===== config.mk =====
export PLATFORM = sky130hd
export DESIGN_NAME = fetch_hazard_controller
export DESIGN_NICKNAME = d
export VERILOG_FILES = /design/src/rtl/fetch_hazard_controller.sv
export SDC_FILE = /design/constraint.sdc
export NUM_CORES = 1
export LEC_CHECK = 0
export BUFFER_PORTS_ARGS = -buffer_cell sky130_fd_sc_hd__buf_2
export CORE_ASPECT_RATIO = 0.5
export CORE_MARGIN = 3
export CORE_UTILIZATION = 49
export DETAILED_ROUTE_END_ITERATION = 8
export GPL_TIMING_DRIVEN = 0
export MAX_ROUTING_LAYER = met4
export PLACE_DENSITY = 0.79
export SYNTH_ARGS = -nofsm -noshare
export SYNTH_HDL_FRONTEND = slang
export SYNTH_SLANG_ARGS = --single-unit
export TNS_END_PERCENT = 20

===== constraint.sdc =====
create_clock -name clk -period 1.7 [get_ports clk]
set_input_delay 0.17 -clock clk [delete_from_list [all_inputs] [get_ports clk]]
set_output_delay 0.17 -clock clk [all_outputs]
set_load 0.01 [all_outputs]

===== src/rtl/fetch_hazard_controller.sv =====
// rtl/fetch_hazard_controller.sv - IF stage / IF-ID pipeline control with load-use, branch and imem-latency handling
// Tracks the outstanding fetch so that a wrong-path word returning after a redirect is discarded.
module fetch_hazard_controller #(
    parameter int CNT_W   = 16,
    parameter int TIMEOUT = 255
) (
    input  logic             clk,
    input  logic             reset,
    input  logic [4:0]       id_rs,
    input  logic [4:0]       id_rt,
    input  logic             id_uses_rt,
    input  logic             id_ex_mem_read,
    input  logic [4:0]       id_ex_rt,
    input  logic             ex_branch_taken,
    input  logic             imem_ready,
    output logic             pc_write,
    output logic             if_id_write,
    output logic             if_id_flush,
    output logic             id_ex_flush,
    output logic             imem_timeout,
    output logic [CNT_W-1:0] stall_count,
    output logic [CNT_W-1:0] flush_count
);

    typedef enum logic [1:0] {
        S_RUN     = 2'd0,
        S_WAIT    = 2'd1,
        S_DISCARD = 2'd2
    } state_t;

    localparam logic [15:0]      TMO_LIMIT = 16'(TIMEOUT);
    localparam logic [CNT_W-1:0] CNT_MAX   = {CNT_W{1'b1}};

    state_t           state_q;
    state_t           state_d;
    logic             hazard;
    logic [15:0]      timer_q;
    logic             timeout_q;
    logic [CNT_W-1:0] stall_q;
    logic [CNT_W-1:0] flush_q;

    assign hazard = id_ex_mem_read && (id_ex_rt != 5'd0) &&
                    ((id_ex_rt == id_rs) || (id_uses_rt && (id_ex_rt == id_rt)));

    always_ff @(posedge clk) begin
        if (!reset) begin
            state_q <= S_RUN;
        end else begin
            state_q <= state_d;
        end
    end

    // A hazard never moves the FSM: only fetch completion and redirects do.
    always_comb begin
        state_d = state_q;
        if (ex_branch_taken) begin
            state_d = imem_ready ? S_RUN : S_DISCARD;
        end else begin
            case (state_q)
                S_RUN, S_WAIT: state_d = imem_ready ? S_RUN : S_WAIT;
                S_DISCARD:     state_d = imem_ready ? S_RUN : S_DISCARD;
                default:       state_d = S_RUN;
            endcase
        end
    end

    always_comb begin
        pc_write    = 1'b0;
        if_id_write = 1'b0;
        if_id_flush = 1'b1;
        id_ex_flush = 1'b1;
        if (reset) begin
            if (ex_branch_taken) begin
                pc_write    = 1'b1;
                if_id_write = 1'b1;
                if_id_flush = 1'b1;
                id_ex_flush = 1'b1;
            end else if (state_q == S_DISCARD) begin
                // ID already holds a bubble, so a hazard cannot matter here.
                pc_write    = 1'b0;
                if_id_write = 1'b1;
                if_id_flush = 1'b1;
                id_ex_flush = 1'b0;
            end else begin
                pc_write    = imem_ready && !hazard;
                if_id_write = !hazard;
                if_id_flush = !hazard && !imem_ready;
                id_ex_flush = hazard;
            end
        end
    end

    always_ff @(posedge clk) begin
        if (!reset) begin
            timer_q   <= 16'd0;
            timeout_q <= 1'b0;
            stall_q   <= '0;
            flush_q   <= '0;
        end else begin
            if (!pc_write && stall_q != CNT_MAX) begin
                stall_q <= stall_q + 1'b1;
            end
            if (ex_branch_taken && flush_q != CNT_MAX) begin
                flush_q <= flush_q + 1'b1;
            end
            if (timer_q == TMO_LIMIT) begin
                timeout_q <= 1'b1;
            end
            if (state_q != S_RUN && !imem_ready) begin
                if (timer_q != TMO_LIMIT) begin
                    timer_q <= timer_q + 16'd1;
                end
            end else begin
                timer_q <= 16'd0;
            end
        end
    end

    assign imem_timeout = timeout_q;
    assign stall_count  = stall_q;
    assign flush_count  = flush_q;

endmodule


* Word level (Yosys, flattened, before mapping)
Index checks and enable logic that the tools add are counted.
W data, S select, Z words.
** Storage, ports and cells
- Output and inout bits :: 37
- Bits of input ports :: 21
- Register bits :: 51
- Logic and storage cells :: 49
** Cells by class
- Reductions and logical operators :: 17
- Add/subtract/negate cells :: 3
- Multiplexer cells :: 16
- Eq/ne operators :: 8
** Operators by type and width (number)
- $add A16 B1 Y16 const B :: 3
- $ne A16 B16 Y1 const B :: 2
- $eq A16 B8 Y1 const B :: 1
- $ne A16 B8 Y1 const B :: 1
- $mux W1 :: 13
- $eq A5 B5 Y1 :: 2
- $logic_and A1 B1 Y1 :: 8
- $reduce_bool A5 Y1 :: 1
- $mux W2 :: 2
- $pmux W2 S2 :: 1
- $logic_not A1 Y1 :: 3
- $eq A2 B1 Y1 const B :: 1
- $eq A2 B2 Y1 const B :: 1
- $logic_not A2 Y1 :: 1
- $reduce_and A2 Y1 :: 1
- $reduce_bool A2 Y1 :: 1
- $reduce_or A2 Y1 :: 1
- $logic_or A1 B1 Y1 :: 1

* Depth between registers and ports, before layout
Gate-level depths: netlist of the first run.
- Word-level depth :: 11
- Mapped depth :: 7
- Mapped depth without buffers :: 7

* Worst setup path after synthesis of the first run
No wires, ideal clock.
- Path kind :: reg2reg
- From :: reg stall_q[0] (netlist: stall_count[0])
- To :: reg stall_q[13] (netlist: stall_count[13])
- Setup time :: 0.072 ns
- Slack :: -0.045 ns
- Buffers on the path :: 0
- Stages on the path, launching flop included :: 7
- Data arrival time :: 1.673 ns
- Path through :: dfxtp_1 -> ha_1 -> inv_1 -> nor2_1 -> a211o_1 -> or4_1 -> a21oi_1
** Between the ends
- Longest elaborated chain between the ends :: 2
** RTL lines
- start, declared :: RTL line 39 : logic [CNT_W-1:0] stall_q;
- start signal, assigned :: RTL line 101 : stall_q <= stall_q + 1'b1;
- parallel branches: the longest is 2 deep, another holds $add A16 B1 Y16
Several ways; the timed one is not identified.
A chain may end at the register's enable or synchronous reset.

* Worst setup path in the final report of the first run
- From :: reg stall_q[2] (netlist: stall_count[2])
- To :: reg stall_q[5] (netlist: stall_count[5])
The elaborated chain is that of the path after synthesis.

==> qor.yml, run 1 <==
firstDrtPassIters: 4
rows: 18
grt_overflow_total: 0
synth-simple-area-share_pct: 30.7
drv_slew: 0
clock_path_buffers: 2
synthCells: 301
antenna_cells: 0
synth_compound_area_share_pct: 11.1
synth_mux_area_share_pct: 3.44
synth_top_cell_area_share_pct: 39.0
clkSlewWorstSetupHoldPaths_ns: 0.09
worst_slew_pin_slew_ns: 0.574
syn_area_um2: 2620
wl_per_cell_um: 14.6
whs_path_depth: 2
whs_ns: 0.0969
ys.flop_type: "dfxtp_1"
start_kind: "flip-flop"
synth-xor-area-share_pct: 11.4
min_period_over_period_pct: 107
layout.nets: 408
drc: 0
io_buffers: 56
grt_pass1_vias: 2281
p_leak_nw: 1.34
core_um2: 5040
first_iter_violations: 155
setup_violations: 14
p_per_area_nw_per_um2: 655
cts_hold_buf: 0
cap_violations: 0
fin_skew_ns: 0.00843
crit_type: "reg -> reg"
worst_ir_drop_vdd_mv: 0.552
cts_buffers: 5
yosysMostFrequentCell: "dfxtp_1"
finalWorstSetupSlack_ns: -0.114
finalWirelength_um: 6630
grt_first_pass_wirelength_um: 10500
dieArea_um2: 6300
grtUsageTotal_pct: 21.2
avgViaCountPerCell: 5.49
hpwl_um: 4270
io_pins: 58
grt_max_degree: 16
yosys_warnings: 0
synth_top_area_cell: "dfxtp_1"
clock_latency_ns: 0.30
antenna_left: 0
timing.fmax_mhz: 551
area_delta_synth_final_pct: 35.4
synth-seq-cells: 51
status: "finished with violations"
finalPower_w: 0.00232
antenna_found_initial: 0
synth.area.top_cells: "dfxtp_1 (39%), xnor2_1 (7.0%), nor2_1 (5.3%)"
die_w_um: 109
violations: "negative setup slack"
endpoint_kind: "flip-flop"
fin_crit_ns: 1.81
rsz0062_at_grt: "yes"
synth_cell_types: 51
drive_above_1_share_pct: 40.6
finalHoldViolCount: 0
cp.required_ns: 1.88
synthTopCellsByCount: "dfxtp_1 (51), nor2_1 (37), nand2_1 (30)"
arrival_ns: 1.99
syn_nets: 325
cts_tree: "built"
initial_core_util_pct: 51.8
syn_area_per_cell_um2: 8.69
synthAdderAreaFrac_pct: 1.44
synth_top_family_by_area: "simple AND/OR/NAND/NOR gates"
cts_num_sinks: 51
slew_headroom_pct: 61.7
clockRootBuffer: "clkbuf_8"
h-tree-depth: 2
gp_congestion: 0.872
crit_fanout: 5
ys_seq_area_share_pct: 39.0
reg2reg_depth: 6
vias: 2494
synth_edf_count: 0
dieHeight_um: 57.7
min_path_type: "in -> reg"
async_flop_share_pct: 0
-- cell usage in the layout (no fill, tap or decap), types with 8 or more instances in the layout --
cell | synthesis | layout
nand4_1 | 16 | 16
nor2_1 | 37 | 33
buf_2 | 1 | 54
a21oi_1 | 13 | 8
nand2_1 | 30 | 29
xnor2_1 | 21 | 20
nand2b_1 | 9 | 8
dfxtp_1 | 51 | 29
xor2_1 | 13 | 13
buf_4 | 1 | 17
mux2i_1 | 9 | 9
dfxtp_2 | 0 | 18
nand3_1 | 10 | 9
-- state kept, by name (all words and copies together) (netlist names) --
register      flops
imem_timeout      1
state_q           2
timer_q          16
flush_count      16
stall_count      16
-- per-layer routing --
layer,wire length [µm],GRT usage [%],share of wire [%],up-vias
li1,-,-,-,1230
met1,2900,26.6,44,1202
met2,3400,36.0,51,53
met3,241,3.89,3.6,9
met4,82,5.33,1.2,0
met5,0,-,0,-
-- kinds of logic (layout without fill, tap and decap cells) --
logic type	Yosys count	in the layout
multiplexers	9	9
AND/OR/NAND/NOR	149	150
AO/OA/AOI/OAI	38	38
XOR/XNOR	34	34
flip-flops	51	51
adder cells (fa/ha/maj)	3	3
buffers and inverters	17	99
-- what timing repair did --
item                                    CTS  global route
cloned                                    1             0
gates resized for setup                  37            48
pin swaps                                11            23
setup buffers                             6            13
endpoints found under the setup margin   29            40
-- report_power, final --
group	total, W	internal [W]	switching [W]
registers	0.00122	0.00120	0.0000154
logic	0.000273	0.000131	0.000142
clock network	0.000829	0.000431	0.000399
-- worst max-delay path, cell delays in order (launching register included) --
cell,delay [ns]
dfxtp_4,0.36
and4_4,0.19
and3_4,0.20
a221oi_4,0.37
nand2_4,0.14
o311ai_4,0.32
o41ai_2,0.11
-- cell type report --
cell class,instances,area [µm²]
multi-input combinational,234,1740
inverter,8,30.0
buffer,9,46.3
clock inverter,2,37.5
tap,70,87.6
sequential,51,1060
clock buffer,5,68.8
timing repair buffer,75,469
fill,384,1500
-- final timing paths --
path	from	end	slack (ns)
worst max register to register	stall_count[2]	stall_count[5]	-0.11
worst min-delay path	imem_ready	state_q[0]	0.1
worst max-delay path	stall_count[2]	stall_count[5]	-0.11
worst min register to register	imem_timeout	imem_timeout	0.45
-- stage by stage --
stage,area [µm²],setup WS (ns),utilization (%),std cells,TNS (ns)
global placement,2990,-0.151,59.2,427,-1.18
finish,3540,-0.114,70.2,454,-0.723
floorplan,2620,0.00947,-,301,0
detailed placement,2990,-0.160,59.2,427,-1.97
global route,3540,-0.153,70.2,454,-1.95
CTS,3290,-0.0774,65.3,441,-0.331
(Power assumes the default switching activity.)
==> run 2: changes to the inputs <==
--- a/config.mk
+++ b/config.mk
@@ -5,14 +5,16 @@
 export SDC_FILE = /design/constraint.sdc
 export NUM_CORES = 1
 export LEC_CHECK = 0
+export ABC_AREA = 1
 export BUFFER_PORTS_ARGS = -buffer_cell sky130_fd_sc_hd__buf_2
 export CORE_ASPECT_RATIO = 0.5
 export CORE_MARGIN = 3
-export CORE_UTILIZATION = 49
+export CORE_UTILIZATION = 50
+export CTS_BUF_LIST = sky130_fd_sc_hd__clkbuf_8
 export DETAILED_ROUTE_END_ITERATION = 8
 export GPL_TIMING_DRIVEN = 0
 export MAX_ROUTING_LAYER = met4
-export PLACE_DENSITY = 0.79
+export PLACE_DENSITY = 0.8
 export SYNTH_ARGS = -nofsm -noshare
 export SYNTH_HDL_FRONTEND = slang
 export SYNTH_SLANG_ARGS = --single-unit
==> constraint.sdc (replaced) <==
create_clock -name clk -period 1.6 [get_ports clk]
set_input_delay 0.16 -clock clk [delete_from_list [all_inputs] [get_ports clk]]
set_output_delay 0.16 -clock clk [all_outputs]
set_load 0.01 [all_outputs]
==> qor.yml, run 2 <==
status: "finished with violations"
violations: "negative setup slack"
dpl_worst_slack_ns: -0.193
io_buffers: 57
synth_top_cell_area_share_pct: 36.3
cts_hold_buf: 0
finalWorstSetupSlack_ns: -0.0420
die_w_um: 112
synthTopCellsByCount: "nand2_1 (110), nor2_1 (70), inv_1 (69)"
ys_seq_area_share_pct: 36.3
dieHeight_um: 59.0
antenna_found_initial: 0
cts_num_sinks: 51
vias: 3037
avgViaCountPerCell: 5.04
yosys_warnings: 0
clock_latency_ns: 0.32
r2r-end: "stall_count[5]"
clockRootBuffer: "clkbuf_8"
syn_area_per_cell_um2: 6.28
async_flop_share_pct: 0
rsz0062_at_grt: "yes"
layout.nets: 556
start_kind: "flip-flop"
wirelength_met1_um: 3230
fillers: 408
cp.required_ns: 1.85
synthCells: 448
grt_first_pass_wirelength_um: 11100
reg2reg_depth: 12
rrSetupSlack_ns: -0.04
syn_nets: 472
place_area_um2: 3190
hold_end: "state_q[1]"
min_path_type: "in -> reg"
cts_buffers: 5
drive_above_1_share_pct: 31.0
synth_edf_count: 0
dieArea_um2: 6620
grt_max_degree: 15
rows: 18
synthAdderAreaFrac_pct: 1.33
timing.fmax_mhz: 609
finalWirelength_um: 7420
synth_compound_area_share_pct: 11.3
synth.area.top_cells: "dfxtp_1 (36%), nand2_1 (15%), nor2_1 (9.3%)"
p_leak_nw: 1.76
layout_commonest_cell: "nand2_1"
wl_met2_um: 3700
firstDrtPassIters: 4
fin_skew_ns: 0.00433
syn_area_um2: 2810
worstHoldStart: "imem_ready"
first_iter_violations: 155
post-route-util_pct: 73.5
multiInputGateArea_um2: 1790
ys.flop_type: "dfxtp_1"
worst_ir_drop_vdd_mv: 0.637
cts_tree: "built"
synth_top_area_cell: "dfxtp_1"
fin_crit_ns: 1.64
synth_mux_area_share_pct: 0
synth_cell_types: 32
drv_slew: 0
slew_headroom_pct: 67.4
drc: 0
antenna_left: 0
arrival_ns: 1.89
min_period_over_period_pct: 103
h-tree-depth: 2
worst_slew_pin_slew_ns: 0.488
crit_type: "reg -> reg"
synth_top_family_by_area: "simple AND/OR/NAND/NOR gates"
finalHoldViolCount: 0
grt_overflow_total: 0
grt_pass1_vias: 2578
wl_per_cell_um: 12.3
wl_met3_um: 341
crit_fanout: 8
io_pins: 58
hpwl_um: 4760
mostFrequentLayoutCells: "nand2_1 (97), inv_1 (66), buf_2 (57), nor2_1 (53), dfxtp_1 (40)"
setup_violations: 4
cap_violations: 0
antenna_cells: 0
gp_congestion: 0.827
yosysMostFrequentCell: "nand2_1"
register_area_um2: 1040
r2r-start: "stall_count[0]"
synth-simple-area-share_pct: 38.0
grtUsageTotal_pct: 21.1
clkSlewWorstSetupHoldPaths_ns: 0.09
endpoint_kind: "flip-flop"
core_um2: 5180
synth-seq-cells: 51
finalInstanceArea_um2: 3810
whs_path_depth: 4
initial_core_util_pct: 54.3
highest-signal-layer: "met4"
area_delta_synth_final_pct: 35.3
clock_path_buffers: 2
synth-xor-area-share_pct: 1.56
p_per_area_nw_per_um2: 629
-- run 2: cell types whose count changed in the layout (fill, tap and decap cells not counted), moves of 15 or more --
cell | before | now
inv_1 | 6 | 66
nand2_1 | 29 | 97
nor2_1 | 33 | 53
nand3_1 | 9 | 30
xnor2_1 | 20 | 3
a21oi_1 | 8 | 23
-- run 2: worst max-delay path by stage --
stage / cells after the start / start / to
after floorplan: 14 / flush_count[0] / flush_count[9]
after global placement: 13 / flush_count[0] / flush_count[14]
after detailed placement: 12 / stall_count[0] / stall_count[15]
after CTS: 14 / flush_count[0] / flush_count[9]
after global routing: 10 / stall_count[1] / stall_count[14]
final: 12 / stall_count[0] / stall_count[5]
-- run 2: kinds of logic (layout without fill, tap and decap cells) --
group                      after synthesis  in the layout
AOI/OAI and AO/OA                       58             58
xor gates and xnor gates                 5              5
DFF                                     51             51
adders and majority gates                3              3
buffers and inverters                   82            167
and+or+nand+nor                        249            249
-- run 2: repair_timing --
action                     CTS  global route
setup endpoints to repair   30            37
hold endpoints to repair     0             0
pin swaps                    7            25
gates resized for setup     37            63
setup buffers                7            13
-- run 2: worst max-delay path, stage by stage (launching register included) --
cell      delay, ns
dfxtp_4        0.36
ha_4           0.17
nand3_4        0.08
nor2_4         0.05
nand2_4        0.09
inv_4          0.05
nand4_4        0.13
clkinv_4       0.12
nor3_1         0.21
nand2_1        0.08
nand2_1        0.06
nand2_1        0.06
nor2_1         0.10
-- run 2: per-layer routing --
metal  up-vias  GRT usage (%)
li1       1582              -
met1      1381           24.7
met2        54           36.5
met3        20           5.20
met4         0           7.19
met5         -              -
-- run 2: stage by stage --
| stage | hold WS [ns] | power [W] | instances | TNS (ns) |
|---|---|---|---|---|
| 6_report | 0.121 | 0.00239 | 603 | -0.0696 |
| 5_1_grt | 0.136 | 0.00250 | 603 | -2.07 |
| 4_1_cts | 0.110 | 0.00238 | 590 | -0.0263 |
| 3_5_place_dp | 0.438 | 0.00155 | 575 | -3.21 |
| 3_3_place_gp | 0.435 | 0.00154 | 575 | -2.36 |
| 2_1_floorplan | 0.237 | 0.00146 | 448 | 0 |
-- run 2: final cells by class --
| type | count | share of cell area, % |
|---|---|---|
| plain buffers | 6 | 0.986 |
| flip-flops and latches | 51 | 27.3 |
| multi-input cells | 315 | 47.0 |
| inverters | 76 | 7.76 |
| repair buffers | 77 | 12.0 |
| well taps | 70 | 2.30 |
| clock buffers | 7 | 2.53 |
| clock inverters | 1 | 0.0986 |
-- run 2: where the power goes --
group | switching [W] | total (W) | internal, W
Sequential | 0.0000159 | 0.00130 | 0.00128
Clock | 0.000432 | 0.000821 | 0.000389
Combinational | 0.000160 | 0.000273 | 0.000113
==> run 3: changes to the inputs <==
--- a/config.mk
+++ b/config.mk
@@ -6,15 +6,14 @@
 export NUM_CORES = 1
 export LEC_CHECK = 0
 export ABC_AREA = 1
-export BUFFER_PORTS_ARGS = -buffer_cell sky130_fd_sc_hd__buf_2
 export CORE_ASPECT_RATIO = 0.5
-export CORE_MARGIN = 3
 export CORE_UTILIZATION = 50
 export CTS_BUF_LIST = sky130_fd_sc_hd__clkbuf_8
 export DETAILED_ROUTE_END_ITERATION = 8
+export DONT_BUFFER_PORTS = 1
 export GPL_TIMING_DRIVEN = 0
 export MAX_ROUTING_LAYER = met4
-export PLACE_DENSITY = 0.8
+export PLACE_DENSITY = 0.71
 export SYNTH_ARGS = -nofsm -noshare
 export SYNTH_HDL_FRONTEND = slang
 export SYNTH_SLANG_ARGS = --single-unit
==> qor.yml, run 3 (synthesis gave the netlist of run 2 again) <==
vias: 2906
crit_fanout: 5
rows: 18
whs_path_depth: 3
dieHeight_um: 55.0
cap_violations: 0
cts_buffers: 5
hold_end: "state_q[1]"
h-tree-depth: 2
core_um2: 5160
fillers: 443
clock_latency_ns: 0.32
max_stage_delay_ns: 0.41
antenna_cells: 0
grtUsageTotal_pct: 24.2
r2r-start: "stall_count[0]"
cts_num_sinks: 51
crit_top_cell: "buf_4"
worstHoldStart: "imem_ready"
r2r-end: "stall_count[6]"
avgViaCountPerCell: 5.28
firstDrtPassIters: 5
drive_above_1_share_pct: 24.8
rsz0062_at_grt: "yes"
crit_type: "reg -> reg"
mostFrequentLayoutCells: "nand2_1 (96), inv_1 (64), nor2_1 (52), dfxtp_1 (38), nand3_1 (29)"
hpwl_um: 4720
setup_violations: 15
grt_overflow_total: 0
grt_max_degree: 16
drc: 0
fin_skew_ns: 0.00729
rrSetupSlack_ns: -0.11
initial_core_util_pct: 54.6
min_path_type: "in -> reg"
dpl_worst_slack_ns: -0.236
start_kind: "flip-flop"
cp.required_ns: 1.81
wl_per_cell_um: 13.2
finalHoldViolCount: 0
finalWirelength_um: 7250
dieArea_um2: 5950
cpMaxStageDelayCell: "dfxtp_4"
clockRootBuffer: "clkbuf_8"
clkSlewWorstSetupHoldPaths_ns: 0.09
fin_crit_ns: 1.71
area_delta_synth_final_pct: 24.8
first_iter_violations: 125
io_buffers: 0
finalInstanceArea_um2: 3510
antenna_found_initial: 0
arrival_ns: 1.93
clock_path_buffers: 2
gp_congestion: 0.832
cts_tree: "built"
slew_headroom_pct: 65.3
layout.nets: 503
antenna_left: 0
min_period_over_period_pct: 107
status: "finished with violations"
grt_pass1_vias: 2525
finalWorstSetupSlack_ns: -0.115
drv_slew: 0
finalPower_w: 0.00225
cp_cell_sequence: "ha_4, nand3_4, nor2_4, nand2_4, inv_4, nand4_4, buf_4, buf_4, nand4_1, a21oi_1"
p_leak_nw: 1.46
io_pins: 58
grt_first_pass_wirelength_um: 10700
timing.fmax_mhz: 583
die_w_um: 108
layout_commonest_cell: "nand2_1"
p_per_area_nw_per_um2: 640
reg2reg_depth: 10
worst_slew_pin_slew_ns: 0.521
worst_ir_drop_vdd_mv: 0.438
endpoint_kind: "flip-flop"
violations: "negative setup slack"
place_area_um2: 2910
[run 3: cell types whose count changed in the layout (fill, tap and decap cells not counted), moves of 3 or more]
cell,change
buf_2,-57
buf_4,+5
dfxtp_4,+5
nand2_2,+5
clkinv_2,+3
dfxtp_2,-3
nand2_4,-3
nor3_2,+3
[run 3: layout make-up]
class | instances | area (µm²) | share of cell area [%]
flip-flops and latches | 51 | 1050 | 30.0
plain buffers | 6 | 37.5 | 1.07
repair buffers | 24 | 186 | 5.31
inverters | 76 | 295 | 8.41
clock buffers | 5 | 68.8 | 1.96
well taps | 70 | 87.6 | 2.49
multi-input cells | 315 | 1770 | 50.3
clock inverters | 3 | 15.0 | 0.428
[run 3: per-stage QoR]
stage	hold slack (ns)	TNS, ns	cells	util [%]
2_1_floorplan	0.237	0	448	-
3_3_place_gp	0.239	-3.33	518	56.3
3_5_place_dp	0.240	-4.72	518	56.3
4_1_cts	0.00857	-0.128	534	61.8
5_1_grt	0.0329	-3.57	550	68.1
6_report	0.0161	-0.488	550	68.1
[run 3: report_power, final]
group / leakage (nW) / total, W / switching, W / internal [W]
Sequential: 0.420 / 0.00131 / 0.0000283 / 0.00128
Combinational: 0.996 / 0.000200 / 0.000121 / 0.0000787
Clock: 0.0477 / 0.000740 / 0.000440 / 0.000300
Total: 1.46 / 0.00225 / 0.000589 / 0.00166
[run 3: how the worst max path moves through the flow]
| stage | cells after the start | to | slack (ns) | from |
|---|---|---|---|---|
| after floorplan | 14 | flush_count[9] | 0.02 | flush_count[0] |
| after global placement | 10 | stall_count[14] | -0.20 | stall_count[0] |
| after detailed placement | 14 | flush_count[9] | -0.24 | flush_count[0] |
| after CTS | 14 | flush_count[9] | -0.02 | flush_count[0] |
| after global routing | 10 | stall_count[6] | -0.18 | stall_count[0] |
| final | 10 | stall_count[6] | -0.11 | stall_count[0] |
[run 3: routing by layer]
layer / GRT usage (%) / up-vias / share of wire [%]
li1: - / 1484 / -
met3: 7.03 / 21 / 4.4
met2: 45.4 / 59 / 52
met4: 7.53 / 0 / 1.9
met1: 25.7 / 1342 / 42
met5: - / - / 0
[run 3: critical path: cells and delay by family, from the launching register on]
kind,cells,cell delay (ns)
flops,1,0.41
fa+ha+maj,1,0.16
simple gates,5,0.55
buf+inv,3,0.39
compound gates,1,0.09
[run 3: timing repair]
| action | CTS | global route |
|---|---|---|
| endpoints found under the hold margin | 1 | 0 |
| endpoints found under the setup margin | 35 | 37 |
| setup buffers | 7 | 16 |
| pin swaps | 8 | 17 |
| hold buffers | 1 | 0 |
| gates resized for setup | 43 | 59 |
